$ cat src/rtl/regf_pkg.sv
// Shared types and sizing for the register-file writeback arbiter.
package regf_pkg;

  localparam int IS_DEPTH       = 5;
  localparam int REGF_DEPTH     = 32;
  localparam int REGF_WIDTH     = 32;
  localparam int STARVE_MAX_DEF = 4;

  localparam logic [IS_DEPTH-1:0] REG_X0 = '0;

  typedef enum logic {
    PRI_WB = 1'b0,
    PRI_LU = 1'b1
  } arb_state_t;

  // One-hot mask selecting a single scoreboard entry.
  function automatic logic [REGF_DEPTH-1:0] reg_onehot(input logic [IS_DEPTH-1:0] idx);
    logic [REGF_DEPTH-1:0] one;
    one = {{(REGF_DEPTH-1){1'b0}}, 1'b1};
    return one << idx;
  endfunction

endpackage

$ cat src/rtl/regf_wb_arbiter_if.sv
// Bundle of WB/LU/issue handshakes, decode lookups and register-file write signals.
interface regf_wb_arbiter_if;
  import regf_pkg::*;

  logic                  wb_valid;
  logic [IS_DEPTH-1:0]   wb_rd;
  logic [REGF_WIDTH-1:0] wb_data;
  logic                  wb_ready;
  logic                  lu_valid;
  logic [IS_DEPTH-1:0]   lu_rd;
  logic [REGF_WIDTH-1:0] lu_data;
  logic                  lu_ready;
  logic                  iss_valid;
  logic [IS_DEPTH-1:0]   iss_rd;
  logic                  iss_ready;
  logic [IS_DEPTH-1:0]   rs1;
  logic [IS_DEPTH-1:0]   rs2;
  logic                  hazard;
  logic                  regWrite;
  logic [IS_DEPTH-1:0]   rd;
  logic [REGF_WIDTH-1:0] data_wr;
  logic                  waw_err;

  modport master (
    output wb_valid, wb_rd, wb_data, lu_valid, lu_rd, lu_data,
           iss_valid, iss_rd, rs1, rs2,
    input  wb_ready, lu_ready, iss_ready, hazard, regWrite, rd, data_wr, waw_err
  );

  modport slave (
    input  wb_valid, wb_rd, wb_data, lu_valid, lu_rd, lu_data,
           iss_valid, iss_rd, rs1, rs2,
    output wb_ready, lu_ready, iss_ready, hazard, regWrite, rd, data_wr, waw_err
  );

endinterface

$ cat src/rtl/regf_scoreboard.sv
// Pending-destination scoreboard for long-latency ops; x0 is never marked.
module regf_scoreboard
  import regf_pkg::*;
(
  input  logic                  clk,
  input  logic                  rst,
  input  logic                  set_en,
  input  logic [IS_DEPTH-1:0]   set_idx,
  input  logic                  clr_en,
  input  logic [IS_DEPTH-1:0]   clr_idx,
  input  logic [IS_DEPTH-1:0]   lkp_a_idx,
  input  logic [IS_DEPTH-1:0]   lkp_b_idx,
  output logic                  lkp_a_hit,
  output logic                  lkp_b_hit,
  output logic [REGF_DEPTH-1:0] pending_o
);

  logic [REGF_DEPTH-1:0] pending_d, pending_q;
  logic [REGF_DEPTH-1:0] set_mask_s, clr_mask_s;

  // Next pending vector: a set of one register and a clear of another both land.
  always_comb begin
    clr_mask_s = clr_en ? reg_onehot(clr_idx) : {REGF_DEPTH{1'b0}};
    set_mask_s = (set_en && (set_idx != REG_X0)) ? reg_onehot(set_idx) : {REGF_DEPTH{1'b0}};
    pending_d  = (pending_q & ~clr_mask_s) | set_mask_s;
  end

  // Pending vector register.
  always_ff @(posedge clk or negedge rst) begin
    if (!rst) begin
      pending_q <= {REGF_DEPTH{1'b0}};
    end else begin
      pending_q <= pending_d;
    end
  end

  assign lkp_a_hit = (lkp_a_idx != REG_X0) && pending_q[lkp_a_idx];
  assign lkp_b_hit = (lkp_b_idx != REG_X0) && pending_q[lkp_b_idx];
  assign pending_o = pending_q;

endmodule

$ cat src/rtl/regf_wb_arbiter.sv
// Arbitrates the single register-file write port between WB and the long-latency unit,
// with an anti-starvation priority flip and a one-cycle registered write stage.
module regf_wb_arbiter
  import regf_pkg::*;
#(
  parameter int STARVE_MAX = STARVE_MAX_DEF
) (
  input  logic              clk,
  input  logic              rst,
  regf_wb_arbiter_if.slave  bus
);

  localparam int CNT_W = (STARVE_MAX > 1) ? $clog2(STARVE_MAX) : 1;
  localparam logic [CNT_W-1:0] CNT_TOP = CNT_W'(STARVE_MAX - 1);

  arb_state_t            state_d, state_q;
  logic [CNT_W-1:0]      cnt_d, cnt_q;
  logic                  regwrite_d, regwrite_q;
  logic [IS_DEPTH-1:0]   rd_d, rd_q;
  logic [REGF_WIDTH-1:0] data_d, data_q;
  logic                  waw_d, waw_q;

  logic                  wb_hs_s, lu_hs_s, iss_hs_s, wr_en_s;
  logic [IS_DEPTH-1:0]   grant_rd_s;
  logic [REGF_WIDTH-1:0] grant_data_s;
  logic [REGF_DEPTH-1:0] pending_s;
  logic                  hit1_s, hit2_s;

  regf_scoreboard u_sb (
    .clk       (clk),
    .rst       (rst),
    .set_en    (iss_hs_s),
    .set_idx   (bus.iss_rd),
    .clr_en    (lu_hs_s),
    .clr_idx   (bus.lu_rd),
    .lkp_a_idx (bus.rs1),
    .lkp_b_idx (bus.rs2),
    .lkp_a_hit (hit1_s),
    .lkp_b_hit (hit2_s),
    .pending_o (pending_s)
  );

  // Grant, starvation counter and priority next-state.
  always_comb begin
    lu_hs_s = bus.lu_valid && (!bus.wb_valid || (state_q == PRI_LU));
    wb_hs_s = bus.wb_valid && !lu_hs_s;
    cnt_d   = cnt_q;
    state_d = state_q;

    if (lu_hs_s || !bus.lu_valid) begin
      cnt_d = {CNT_W{1'b0}};
    end else if (cnt_q != CNT_TOP) begin
      cnt_d = cnt_q + CNT_W'(1);
    end else begin
      cnt_d = cnt_q;
    end

    case (state_q)
      PRI_WB: begin
        if (bus.lu_valid && !lu_hs_s && (cnt_q == CNT_TOP)) begin
          state_d = PRI_LU;
        end else begin
          state_d = PRI_WB;
        end
      end
      PRI_LU: begin
        if (lu_hs_s) begin
          state_d = PRI_WB;
        end else begin
          state_d = PRI_LU;
        end
      end
      default: state_d = PRI_WB;
    endcase
  end

  // Write-stage next values; x0 handshakes complete but never write.
  always_comb begin
    grant_rd_s   = lu_hs_s ? bus.lu_rd   : bus.wb_rd;
    grant_data_s = lu_hs_s ? bus.lu_data : bus.wb_data;
    wr_en_s      = (wb_hs_s || lu_hs_s) && (grant_rd_s != REG_X0);
    regwrite_d   = wr_en_s;
    rd_d         = wr_en_s ? grant_rd_s   : rd_q;
    data_d       = wr_en_s ? grant_data_s : data_q;
    waw_d        = waw_q || (wb_hs_s && (bus.wb_rd != REG_X0) && pending_s[bus.wb_rd]);
  end

  // State and write-stage registers.
  always_ff @(posedge clk or negedge rst) begin
    if (!rst) begin
      state_q    <= PRI_WB;
      cnt_q      <= {CNT_W{1'b0}};
      regwrite_q <= 1'b0;
      rd_q       <= {IS_DEPTH{1'b0}};
      data_q     <= {REGF_WIDTH{1'b0}};
      waw_q      <= 1'b0;
    end else begin
      state_q    <= state_d;
      cnt_q      <= cnt_d;
      regwrite_q <= regwrite_d;
      rd_q       <= rd_d;
      data_q     <= data_d;
      waw_q      <= waw_d;
    end
  end

  assign iss_hs_s      = bus.iss_valid && bus.iss_ready;
  assign bus.iss_ready = !pending_s[bus.iss_rd];
  assign bus.wb_ready  = wb_hs_s;
  assign bus.lu_ready  = lu_hs_s;
  assign bus.hazard    = hit1_s || hit2_s;
  assign bus.regWrite  = regwrite_q;
  assign bus.rd        = rd_q;
  assign bus.data_wr   = data_q;
  assign bus.waw_err   = waw_q;

endmodule

$ cat src/flat_wrapper.sv
// flat-port wrapper written by rule: the top's interface ports become plain ports
module regf_wb_arbiter_flat import regf_pkg::*;
#(
  parameter int STARVE_MAX = STARVE_MAX_DEF
)
  (clk, rst, bus_wb_valid, bus_wb_rd, bus_wb_data, bus_lu_valid, bus_lu_rd, bus_lu_data, bus_iss_valid, bus_iss_rd, bus_rs1, bus_rs2, bus_wb_ready, bus_lu_ready, bus_iss_ready, bus_hazard, bus_regWrite, bus_rd, bus_data_wr, bus_waw_err);
  regf_wb_arbiter_if bus_i ();
  input  logic clk;
  input  logic rst;
  input wire logic [$bits(bus_i.wb_valid)-1:0] bus_wb_valid;
  input wire logic [$bits(bus_i.wb_rd)-1:0] bus_wb_rd;
  input wire logic [$bits(bus_i.wb_data)-1:0] bus_wb_data;
  input wire logic [$bits(bus_i.lu_valid)-1:0] bus_lu_valid;
  input wire logic [$bits(bus_i.lu_rd)-1:0] bus_lu_rd;
  input wire logic [$bits(bus_i.lu_data)-1:0] bus_lu_data;
  input wire logic [$bits(bus_i.iss_valid)-1:0] bus_iss_valid;
  input wire logic [$bits(bus_i.iss_rd)-1:0] bus_iss_rd;
  input wire logic [$bits(bus_i.rs1)-1:0] bus_rs1;
  input wire logic [$bits(bus_i.rs2)-1:0] bus_rs2;
  output wire logic [$bits(bus_i.wb_ready)-1:0] bus_wb_ready;
  output wire logic [$bits(bus_i.lu_ready)-1:0] bus_lu_ready;
  output wire logic [$bits(bus_i.iss_ready)-1:0] bus_iss_ready;
  output wire logic [$bits(bus_i.hazard)-1:0] bus_hazard;
  output wire logic [$bits(bus_i.regWrite)-1:0] bus_regWrite;
  output wire logic [$bits(bus_i.rd)-1:0] bus_rd;
  output wire logic [$bits(bus_i.data_wr)-1:0] bus_data_wr;
  output wire logic [$bits(bus_i.waw_err)-1:0] bus_waw_err;
  assign bus_i.wb_valid = bus_wb_valid;
  assign bus_i.wb_rd = bus_wb_rd;
  assign bus_i.wb_data = bus_wb_data;
  assign bus_i.lu_valid = bus_lu_valid;
  assign bus_i.lu_rd = bus_lu_rd;
  assign bus_i.lu_data = bus_lu_data;
  assign bus_i.iss_valid = bus_iss_valid;
  assign bus_i.iss_rd = bus_iss_rd;
  assign bus_i.rs1 = bus_rs1;
  assign bus_i.rs2 = bus_rs2;
  assign bus_wb_ready = bus_i.wb_ready;
  assign bus_lu_ready = bus_i.lu_ready;
  assign bus_iss_ready = bus_i.iss_ready;
  assign bus_hazard = bus_i.hazard;
  assign bus_regWrite = bus_i.regWrite;
  assign bus_rd = bus_i.rd;
  assign bus_data_wr = bus_i.data_wr;
  assign bus_waw_err = bus_i.waw_err;
  regf_wb_arbiter #(.STARVE_MAX(STARVE_MAX)) u_core (.clk(clk), .rst(rst), .bus(bus_i));
endmodule
$ cat config.mk
export PLATFORM = sky130hd
export DESIGN_NAME = regf_wb_arbiter_flat
export DESIGN_NICKNAME = d
export VERILOG_FILES = /design/src/rtl/regf_pkg.sv /design/src/rtl/regf_wb_arbiter_if.sv /design/src/rtl/regf_scoreboard.sv /design/src/rtl/regf_wb_arbiter.sv /design/src/flat_wrapper.sv
export SDC_FILE = /design/constraint.sdc
export NUM_CORES = 1
export LEC_CHECK = 0
export ABC_AREA = 1
export CAP_MARGIN = 5
export CORE_ASPECT_RATIO = 0.7
export CORE_MARGIN = 2
export CORE_UTILIZATION = 44
export CTS_CLUSTER_SIZE = 16
export DETAILED_ROUTE_END_ITERATION = 16
export PLACE_DENSITY = 0.77
export SLEW_MARGIN = 15
export SYNTH_ARGS = -nofsm -noshare
export SYNTH_HDL_FRONTEND = slang
export SYNTH_SLANG_ARGS = --single-unit
$ cat constraint.sdc
create_clock -name clk -period 2.15 [get_ports clk]
set_clock_uncertainty 0.2 [all_clocks]
set_input_delay 0.5375 -clock clk [delete_from_list [all_inputs] [get_ports clk]]
set_output_delay 0.5375 -clock clk [all_outputs]
set_load 0.02 [all_outputs]
# --- After elaboration in Yosys (flattened, before gate mapping) ---
# Cells that the tools add are included.
totals:
  ff_bits: 74
  input_bits: 94
  wordCells: 63
  output_inout_bits: 43
classes:
  order_cmp: 4
  shift: 2
  n_eq_ne: 2
  n_addsub: 1
  reduce_logical: 26
  mux: 17
  bitwise_logic: 4
ops:
  columns: ["op", "count"]
  rows:
  - ["32-bit two-way mux", 3]
  - ["1-bit by 5-bit << shifter with 32-bit output, first input constant", 2]
  - ["32-bit AND", 1]
  - ["32-bit inverter", 1]
  - ["32-bit OR", 1]
  - ["5-bit nonzero test", 5]
  - ["5-bit by 6-bit less-than comparator with 1-bit output, second input constant", 4]
  - ["1-bit binary-select mux with 5-bit select", 4]
  - ["1-bit logical AND", 11]
  - ["1-bit two-way mux", 6]
  - ["1-bit logical OR", 5]
  - ["5-bit two-way mux", 1]
  - ["1-bit logical NOT", 4]
  - ["2-bit two-way mux", 2]
  - ["2-bit by 1-bit adder with 2-bit output, second input constant", 1]
  - ["2-bit equality test, second input constant", 1]
  - ["2-bit != test, second input constant", 1]
  - ["1-bit case mux with 2 select lines", 1]
  - ["2-bit nonzero test", 1]
  - ["1-bit inverter", 1]

# --- Logic depth before layout (Yosys ltp) ---
# Gate-level depths: netlist of the first run.
depth:
  word_depth: 8
  ltp_mapped: 13

# --- Modules after synthesis ---
# A second synthesis of the first run with hierarchy kept.
hier_totals:
  hier_cells: 832
  area_unflattened_um2: 5134.9
modules_own_cells:
  columns: ["mod", "cells_per_inst", "n_inst", "area_each_um2"]
  rows:
  - ["regf_wb_arbiter", 472, 1, 2862.7]
  - ["regf_scoreboard", 360, 1, 2272.2]

# --- Least setup slack after synthesis of the first run ---
# No wires, ideal clock.
synth_timing:
  path_type: "input -> output"
  start: "input bus_rs2[0]"
  end: "output bus_hazard"
  path_buffers: 2
  cell_stages: 9
  slack_ps: -215
  required_time_ps: 1412
  arrival_ps: 1627
  path_cell_list: "buf_2 -> inv_1 -> clkbuf_1 -> nand2_1 -> nand3_1 -> nand3_1 -> a21oi_1 -> o21bai_1 -> nand3_1"
synth_between:
  elab_chain_len: 4
  word_cells_on_any_way: 5
synth_rtl:
  columns: ["item", "line", "rtl"]
  rows:
  - ["start: declaration", "flat_wrapper.sv:19", "input wire logic [$bits(bus_i.rs2)-1:0] bus_rs2;"]
  - ["1-bit binary-select mux with 5-bit select", "regf_scoreboard.sv:38", "assign lkp_b_hit = (lkp_b_idx != REG_X0) && pending_q[lkp_b_idx];"]
  - ["1-bit two-way mux (not written as such)", "regf_scoreboard.sv:38", null]
  - ["1-bit logical AND (*)", "regf_scoreboard.sv:38", null]
  - ["1-bit logical OR (*)", "regf_wb_arbiter.sv:111", "assign bus.hazard = hit1_s || hit2_s;"]
  - ["end: declaration", "flat_wrapper.sv:23", "output wire logic [$bits(bus_i.hazard)-1:0] bus_hazard;"]
# Every way passes the cells marked *; elsewhere a longest branch is shown, timed or not. The select of a mux whose other input is x is not followed.

# --- Final worst setup path of the first run ---
layout_timing:
  start: "register u_core.u_sb.pending_q[16] (netlist: u_core.u_sb.pending_o[16])"
  end: "output bus_hazard"
layout_between:
  elab_chain_len: 4
  word_cells_on_any_way: 7
layout_rtl:
  columns: ["item", "line", "rtl"]
  rows:
  - ["start: declaration", "regf_scoreboard.sv:18", "logic [REGF_DEPTH-1:0] pending_d, pending_q;"]
  - ["start signal: assignment", "regf_scoreboard.sv:31", "pending_q <= {REGF_DEPTH{1'b0}};"]
  - ["start signal: assignment", "regf_scoreboard.sv:33", "pending_q <= pending_d;"]
  - ["1-bit binary-select mux with 5-bit select, on equally long branches", "regf_scoreboard.sv:37, regf_scoreboard.sv:38", null]
  - ["1-bit two-way mux, on equally long branches", "regf_scoreboard.sv:37, regf_scoreboard.sv:38", null]
  - ["1-bit logical AND, on equally long branches", "regf_scoreboard.sv:37, regf_scoreboard.sv:38", null]
  - ["1-bit logical OR (*)", "regf_wb_arbiter.sv:111", null]
# Marked as above.

==> run summary, run 1 <==
The run finished, with violations left. The checks that failed: setup timing. CTS built an H-tree with a depth of 3. 137 I/O pins were placed. Final cell count without fillers: 1075. Global-route usage over all layers: 32.1%. The design draws 5.66 mW.

Cell repeated most along the worst path: sky130_fd_sc_hd__nand2_1. The detailed-routing iteration count for the pre-antenna-repair pass is 7, and the minimum clock period is 2.36 ns. In this run the static leakage power is 3.67 nW. The die covers 12200 um^2.

For this block, the via count after detailed routing is 6204. For the via count of the first global-routing pass, the log shows 5687. Initial antenna violation count: 0. The worst setup path is of the flop to output pin kind. The worst-case IR drop observed on VDD is 0.000505 V. Setup slack after layout: -0.206 ns. TritonCTS built the clock tree. First-pass GRT wire length: 30400 um.

For the first-iteration detailed-routing DRC count, the log shows 534. Type of the tightest min-delay check: flop to flop. The run gives 0.425 GHz as the highest clock frequency the design can meet. The number of hold violations in the final report was 0.

The count of nets left with antenna violations once routing finished came out at 0. Routability-driven placement finished with a final weighted congestion of 0.971. For the total placed instance area, the log shows 6990 um^2.

Counting tap cells, the placed design contains a total of 1035 instances. The die is 131 um wide. Commonest non-fill, non-tap cell in the layout: sky130_fd_sc_hd__nand2_1. The tree is rooted in a sky130_fd_sc_hd__clkbuf_16.

Walking the worst path, the cells encountered are inv_1, o21ai_1, nand3_1, nand3_1, nand2_1, nand2_1, nand2_1, nand3_2, buf_6. The synthesis-to-layout area growth was 55.7%. The pin count of the biggest net entering global routing is 32, and the reported max-cap violation count is 0. Cells fill 70.5% of the core in the end. The number of cells on the worst reg-to-reg path is 14.

In this run the mean area of a mapped cell was 7.05 um^2. Setup repair after global routing could not meet its margin everywhere. The tree built by TritonCTS fans out to 74 sinks. The total count of max-transition violations in the final report is 0. The detailed-route wire length per cell is 19.2 um. Counting instances, the worst hold path has a depth of 2.

Yosys mapped a number of flops with a built-in enable equal to 0. In this run the core area contains 32 standard-cell rows. Setup slack of the worst register-to-register path: -0.07 ns. For the worst setup path, the data arrival time is 1.62 ns. The estimated wirelength of the detail-placed design was 14000 um. The cell family with the largest share of critical-path delay was flip-flops. In this run the vertical extent of the chip is 93.1 um. The tools report the endpoint of the most critical setup path as bus_hazard. The buffer and inverter count on the worst path works out to 2. The worst setup path startpoint is u_core.u_sb.pending_o[16]$_DFF_PN0_. The mapped netlist covers 4990 um^2.

Critical path launch point type: a flop. At the placement stage, the worst setup path has a slack of -1.03 ns. In the finished design, the share of the clock period the worst path needs comes to 110%. The peak per-stage delay on the critical path was 0.42 ns; the post-route setup TNS was -1.10 ns. The proportion of synthesized flip-flops having asynchronous set or reset was 100%. For this run, the post-layout net count is 1012. The tools report the total non-filler cell area in the finished layout as 7760 um^2. The worst setup path is captured at an output pin. The setup violation total in the final timing report came out at 33. The routed via count divided by cell count was 5.77; the clock slew at the register clock pins of the worst setup and hold paths was 0.06 ns. The region available for standard cell placement spans 11000 um^2.

The later pin in the worst-skew pair is clocked with a latency of 0.34 ns. Sequential cells were found to cover 37.1% of the synthesized design area. 0 antenna diodes ended up in the layout. The highest fanout seen on the critical path works out to 3. In this run the number of cells on the critical path is 9.

Counting every net in the synthesized netlist gives 802. The number of synthesized register bits was 74. Worst reg2reg path endpoint: u_core.bus.data_wr[18]$_DFFE_PN0P_.

The number of buffers on the longest clock path came out at 2. The top cell types in the final layout, fill and taps aside, are sky130_fd_sc_hd__nand2_1 (196), sky130_fd_sc_hd__clkdlybuf4s50_1 (116), sky130_fd_sc_hd__nand3_1 (93). The beginning of the worst register-to-register path was u_core.state_q$_DFF_PN0_. The actual slew at the worst max-slew pin was 0.501 ns; the number of distinct library cells after synthesis was 30. After technology mapping, the gate count stands at 707. At the worst endpoint, the required time is 1.41 ns. The overall routed net length was 20700 um; the fraction of layout cells with a size suffix above 1 was 23.2%. The slowest stage of the critical path belongs to the cell sky130_fd_sc_hd__dfrtp_1. The most used flip-flop cell after synthesis is sky130_fd_sc_hd__dfrtp_1. For this run, the number of Yosys warnings is 0. During placement, the flow inserted port buffers numbering 136. For this design the ratio of total power to cell area is 729 nW/um^2.

In the routed design, unresolved DRC markers number 0. Hold timing on the final database bottoms out at a slack of 0.269 ns. The total overflow left after global routing is 0. For this configuration, the core starts out at a cell density of 45.3%. In this run, CTS created clock tree buffers numbering 9. The worst pin sits at a relative slew slack of 66.6%.
==> how the worst min path moves through the flow <==
stage,from,end,slack [ns]
after CTS,u_core.bus.waw_err$_DFF_PN0_,u_core.bus.waw_err$_DFF_PN0_,0.27
after global routing,u_core.bus.data_wr[19]$_DFFE_PN0P_,u_core.bus.data_wr[19]$_DFFE_PN0P_,0.31
after detailed placement,u_core.bus.waw_err$_DFF_PN0_,u_core.bus.waw_err$_DFF_PN0_,0.26
after global placement,u_core.bus.waw_err$_DFF_PN0_,u_core.bus.waw_err$_DFF_PN0_,0.25
after floorplan,rst,u_core.bus.data_wr[0]$_DFFE_PN0P_,0.04
final,u_core.bus.waw_err$_DFF_PN0_,u_core.bus.waw_err$_DFF_PN0_,0.27
==> area by class of cell <==
type / count / area [um^2]
repair inverters: 1 / 7.51
clock inverters: 6 / 114
multi-input cells: 542 / 2810
fillers: 886 / 3250
clock buffers: 10 / 229
repair buffers: 245 / 2360
well taps: 153 / 191
inverters: 44 / 174
flip-flops and latches: 74 / 1870
==> sequential cells by signal (all words and copies together) (netlist names) <==
name                   count
u_core.u_sb.pending_o     32
u_core.state_q             1
u_core.bus.rd              5
u_core.bus.data_wr        32
u_core.bus.regWrite        1
u_core.cnt_q               2
u_core.bus.waw_err         1
==> tightest hold or removal path, delay by kind of cell (launching register included) <==
kind          cells  cell delay, ns
flops             1            0.34
simple gates      1            0.05
buf+inv           1            0.04
==> Yosys cell counts (2+ instances only) <==
master                       n  area, um^2
sky130_fd_sc_hd__buf_2      13        65.1
sky130_fd_sc_hd__o21ai_0    67         335
sky130_fd_sc_hd__nand2_2     6        37.5
sky130_fd_sc_hd__clkbuf_1   24        90.1
sky130_fd_sc_hd__nor2_1     37         139
sky130_fd_sc_hd__nand3b_1    2        15.0
sky130_fd_sc_hd__nor4_1      6        37.5
sky130_fd_sc_hd__dfrtp_1    74        1850
sky130_fd_sc_hd__nand2_1   201         754
sky130_fd_sc_hd__inv_2       3        11.3
sky130_fd_sc_hd__o21ai_1    18        90.1
sky130_fd_sc_hd__o211ai_1    4        30.0
sky130_fd_sc_hd__buf_6       5        56.3
sky130_fd_sc_hd__buf_8       3        45.0
sky130_fd_sc_hd__o21ai_2    15         131
sky130_fd_sc_hd__nand3_1   104         521
sky130_fd_sc_hd__a21oi_1    27         135
sky130_fd_sc_hd__mux2i_1    32         320
sky130_fd_sc_hd__nand4_1    16         100
sky130_fd_sc_hd__inv_1      40         150
==> metal layers <==
metal / part of all wire [%] / track usage (%)
met5: 0 / 0
met4: 3.5 / 11.4
met3: 12 / 9.21
met2: 46 / 50.2
met1: 39 / 42.8
==> what timing repair did <==
item                                   in CTS  in global routing
gates resized for setup                    96                 47
pin swaps                                   6                 15
hold buffers                                1                  0
endpoints found under the hold margin      14                  0
cloned                                      6                  4
buffers inserted                            3                 10
setup endpoints to repair                  73                 15
==> kinds of logic after synthesis <==
family / after synthesis / synth area share, %
AND/OR/NAND/NOR: 373 / 32.3
AO/OA/AOI/OAI: 135 / 15.1
buffers and inverters: 91 / 8.63
flip-flops: 74 / 37.1
multiplexers: 32 / 6.42
XOR/XNOR: 1 / 0.176
adder cells (fa/ha/maj): 1 / 0.251
==> report_power, final <==
part | switching, mW | leakage [nW] | internal [mW] | total (mW)
Combinational | 1.00 | 2.63 | 0.920 | 1.93
Sequential | 0.337 | 0.882 | 1.64 | 1.97
Clock | 0.625 | 0.159 | 1.14 | 1.76
Note: power is estimated with default switching activity, not from simulation.
==> run 2: changes to the inputs <==
--- a/config.mk
+++ b/config.mk
@@ -9,11 +9,12 @@
 export CAP_MARGIN = 5
 export CORE_ASPECT_RATIO = 0.7
 export CORE_MARGIN = 2
-export CORE_UTILIZATION = 44
+export CORE_UTILIZATION = 45
 export CTS_CLUSTER_SIZE = 16
 export DETAILED_ROUTE_END_ITERATION = 16
-export PLACE_DENSITY = 0.77
+export PLACE_DENSITY = 0.78
 export SLEW_MARGIN = 15
 export SYNTH_ARGS = -nofsm -noshare
 export SYNTH_HDL_FRONTEND = slang
+export SYNTH_HIERARCHICAL = 1
 export SYNTH_SLANG_ARGS = --single-unit
==> run 2 against run 1 <==
  * The flow still finishes with violations (setup timing)
  * Register-to-register slack got worse by 0.07 ns
  * Via count increased by 2.4%
  * Sequential share of layout area decreased by 0.94 points
  * Synthesized area is 3.0% higher
  * Flip-flop and latch count unchanged
  * Design area grew 3.7%
==> run summary, run 2 <==
The global-route usage over all layers was 31.3% (-0.73 points); the peak per-stage delay on the critical path was 0.46 ns (+0.04 ns). Data required time of the critical path: 1.41 ns (about the same). The buffer type at the clock tree root is sky130_fd_sc_hd__clkbuf_16. Initial antenna violation count: 0 (unchanged). The kind of end point of the critical path is an output pin. The setup violation total in the final timing report came out at 33 (unchanged). The number of synthesized register bits was 74 (unchanged); the final weighted congestion in routability-driven placement was 0.992 (+2.2%). For the highest clock frequency the design can meet, the log shows 0.403 GHz (-5.0%).

The commonest non-fill, non-tap cell in the layout is sky130_fd_sc_hd__nand2_1. For the worst-case setup slack after placement, the log shows -1.13 ns (-0.0975 ns). The mean post-synth cell area is 6.17 um^2 (-12%).

The placement row count is 32 (unchanged). The critical setup path kind is flop to output pin. In the synthesized netlist, the cells that appear most often are sky130_fd_sc_hd__nand2_1 (399), sky130_fd_sc_hd__nand3_1 (126), sky130_fd_sc_hd__dfrtp_1 (74). The final-stage net count was 1147 (+13%); the first-pass GRT wire length was 30800 um (+1.2%). Setup repair after global routing could not meet its margin everywhere.

Routed via count divided by cell count: 5.25 (-9.0%). The total overflow reported by the global router is 0 (unchanged), and the number of primary I/O pins is 137 (unchanged). The fraction of layout cells with a size suffix above 1 is 23.7% (+0.54 points). The horizontal extent of the die was 132 um (+0.34%); the netlist area before placement was 5130 um^2 (+3.0%).

The run gives 0 (unchanged) as the number of hold violations in the final report. The tools report the first-iteration detailed-routing DRC count as 762 (+43%). In the layout the commonest cells are sky130_fd_sc_hd__nand2_1 (377), sky130_fd_sc_hd__nand3_1 (121), sky130_fd_sc_hd__clkdlybuf4s50_1 (118). For the total placed instance area, the log shows 7190 um^2 (+2.8%). The starting density of the core is 46.5% (+1.2 points). The leakage power came out at 4.09 nW (+11%). Register cell area after layout: 1870 um^2 (-0.33%). The top flip-flop cell by instance count after synthesis was sky130_fd_sc_hd__dfrtp_1. The post-synth net total was 927 (+16%); the pin count of the biggest net entering global routing was 38 (+19%). The run gives -0.330 ns (-0.124 ns) as the setup slack after layout.

Share of the synthesized area in the top cell type: 36.1% (-1.1 points). The highest fanout seen on the critical path was 4 (+1); the worst-case hold slack was 0.267 ns (-0.00150 ns). Via count of the first global-routing pass: 6101 (+7.3%).

The number of antenna repair diodes came out at 0 (unchanged). The critical path launch point type is a flop. The min-delay analysis places its worst path in the category flop to flop. The number of synthesis warnings was 6 (+6).

The top cell type by total area after synthesis was sky130_fd_sc_hd__dfrtp_1. The number of port buffers is 136 (unchanged), and the number of H-tree branching levels is 3 (unchanged). The sink count of the clock tree came out at 74 (unchanged). The detailed-route via count came out at 6355 (+2.4%). Clock slew at the register clock pins of the worst setup and hold paths: 0.06 ns (about the same). Sorting the synthesized cells by area gives the leading types as sky130_fd_sc_hd__dfrtp_1 (36%), sky130_fd_sc_hd__nand2_1 (29%), sky130_fd_sc_hd__nand3_1 (12%). Power density relative to cell area: 694 nW/um^2 (-4.8%). The proportion of synthesized chip area in sequential cells was 36.1% (-1.1 points). The slowest stage of the critical path belongs to the cell sky130_fd_sc_hd__dfrtp_2. The estimated wirelength of the detail-placed design was 13400 um (-4.0%); the post-route antenna net violation count was 0 (unchanged). The run gives -3.47 ns (-2.37 ns) as the post-route setup TNS. The run finished, with violations left.

Compared with the post-synthesis result, the final layout area differs by 56.8%. For the overall routed net length, the log shows 19000 um (-8.1%). The logs give 1.74 ns (+0.12 ns) for the arrival time of the worst setup path and 957 (+8.0%) for the filler cell count.

The minimum clock period is 2.48 ns (+0.124 ns). The checks that failed: setup timing. The share of the core filled with cells is 72.9% (+2.3 points), and the number of CTS-inserted buffers is 9 (unchanged). TritonCTS built the clock tree. Insertion delay to the later sink of the worst-skew pair: 0.33 ns (about the same). The number of synthesized flops with an enable pin works out to 0 (unchanged). For the relative slew slack, the log shows 60.5% (-6.1 points).

The critical path goes through inv_1, nand2_1, nand3_1, nand3_1, nand3_1, nand2_2, nand2_2, nand2_2, or2_4, buf_6. The run gives 0 (unchanged) as the reported max-cap violation count. Actual slew at the worst max-slew pin: 0.588 ns (+0.0865 ns). The detailed-routing iteration count for the pre-antenna-repair pass is 6 (-1).

For the total die area, the log shows 12300 um^2 (+0.67%). Number of buffers on the longest clock path: 2 (unchanged). The total non-filler cell area in the finished layout came out at 8050 um^2 (+3.7%). The multi-input gate area in the final layout was 2930 um^2 (+4.3%). The proportion of synthesized flip-flops having asynchronous set or reset is 100% (unchanged), and the total count of max-transition violations in the final report is 0 (unchanged). The detailed-route wire length per cell came out at 15.7 um (-18%). The DRC violations left was 0 (unchanged); the post-route clock period utilization was 115% (+5.8 points). The overall die height is 93.4 um (+0.33%).

The most common cell in the synthesized netlist is sky130_fd_sc_hd__nand2_1. For the number of distinct library cells after synthesis, the log shows 30 (unchanged). The cell count after synthesis was 832 (+18%). The placeable core region was 11100 um^2 (+0.36%); the worst ir drop on vdd was 0.000645 V (+28%).
[run 2: cell types whose count changed in the layout (fill, tap and decap cells not counted), moves of 11 or more]
cell and delta:
sky130_fd_sc_hd__mux2i_1 -32, sky130_fd_sc_hd__nand2_2 +14, sky130_fd_sc_hd__inv_2 +22, sky130_fd_sc_hd__nand4_1 -11, sky130_fd_sc_hd__nand3_1 +28, sky130_fd_sc_hd__nand2_1 +181, sky130_fd_sc_hd__a21oi_1 -20, sky130_fd_sc_hd__nor2_1 -22
sky130_fd_sc_hd__o21ai_1 +18, sky130_fd_sc_hd__o21ai_0 -55
[run 2: path summary, 6_finish.rpt]
| check | slack (ns) | end | start | cells after the start |
|---|---|---|---|---|
| max | -0.33 | bus_hazard | u_core/u_sb/pending_o[9]$_DFF_PN0_ | 10 |
| min | 0.27 | u_core/bus.data_wr[25]$_DFFE_PN0P_ | u_core/bus.data_wr[25]$_DFFE_PN0P_ | 2 |
| max reg2reg | -0.14 | u_core/u_sb/pending_o[20]$_DFF_PN0_ | u_core/u_sb/pending_o[4]$_DFF_PN0_ | 16 |
| min reg2reg | 0.27 | u_core/bus.data_wr[25]$_DFFE_PN0P_ | u_core/bus.data_wr[25]$_DFFE_PN0P_ | 2 |
| max in group asynchronous | 0.80 | u_core/u_sb/pending_o[14]$_DFF_PN0_ | rst | 3 |
| min in group asynchronous | 0.42 | u_core/bus.data_wr[20]$_DFFE_PN0P_ | rst | 2 |
[run 2: cell type report]
cell class                      count  area share [%]
Multi-Input combinational cell    640            36.4
Timing Repair Buffer              247            30.2
Sequential cell                    74            23.2
Inverter                           77            3.93
Clock buffer                       13            3.23
Tap cell                          153            2.38
Timing Repair inverter              3           0.342
Clock inverter                      3           0.295
[run 2: cell families after synthesis]
logic type	Yosys count	share of synthesized area [%]
flops	74	36.1
compound gates	70	6.94
xor+xnor	1	0.171
simple gates	568	46.0
fa+ha+maj	1	0.244
buf+inv	118	10.6
[run 2: where the power goes]
| part | switching [mW] | leakage, nW | internal (mW) |
|---|---|---|---|
| Clock | 0.570 | 0.132 | 0.847 |
| Combinational | 1.19 | 3.07 | 1.05 |
| Sequential | 0.274 | 0.885 | 1.65 |
[run 2: layer usage]
layer / share of wire (%) / up-vias / routed length [um] / global-route usage (%)
met3: 12 / 49 / 2220 / 9.11
li1: - / 3089 / - / -
met5: 0 / - / 0 / 0
met4: 1.8 / 0 / 333 / 6.52
met1: 44 / 2855 / 8350 / 45.7
met2: 43 / 362 / 8100 / 46.2
[run 2: worst max-delay path: cells and delay by family, from the launching register on]
kind / cells / cell delay, ns
flip-flops: 1 / 0.46
buffers and inverters: 2 / 0.24
AND/OR/NAND/NOR: 8 / 0.71
[run 2: timing repair]
action                     4_1_cts  5_1_grt
setup endpoints to repair       73       72
setup buffers                   12        7
pin swaps                       15       21
hold buffers                     1        0
hold endpoints to repair        18        0
gates resized for setup        107       67
gates cloned                     7        1
[run 2: per-stage QoR]
| step | cells | power, mW |
|---|---|---|
| floorplan | 832 | 2.81 |
| global placement | 1166 | 3.86 |
| detailed placement | 1166 | 3.87 |
| CTS | 1202 | 5.39 |
| global route | 1210 | 5.89 |
| finish | 1210 | 5.59 |
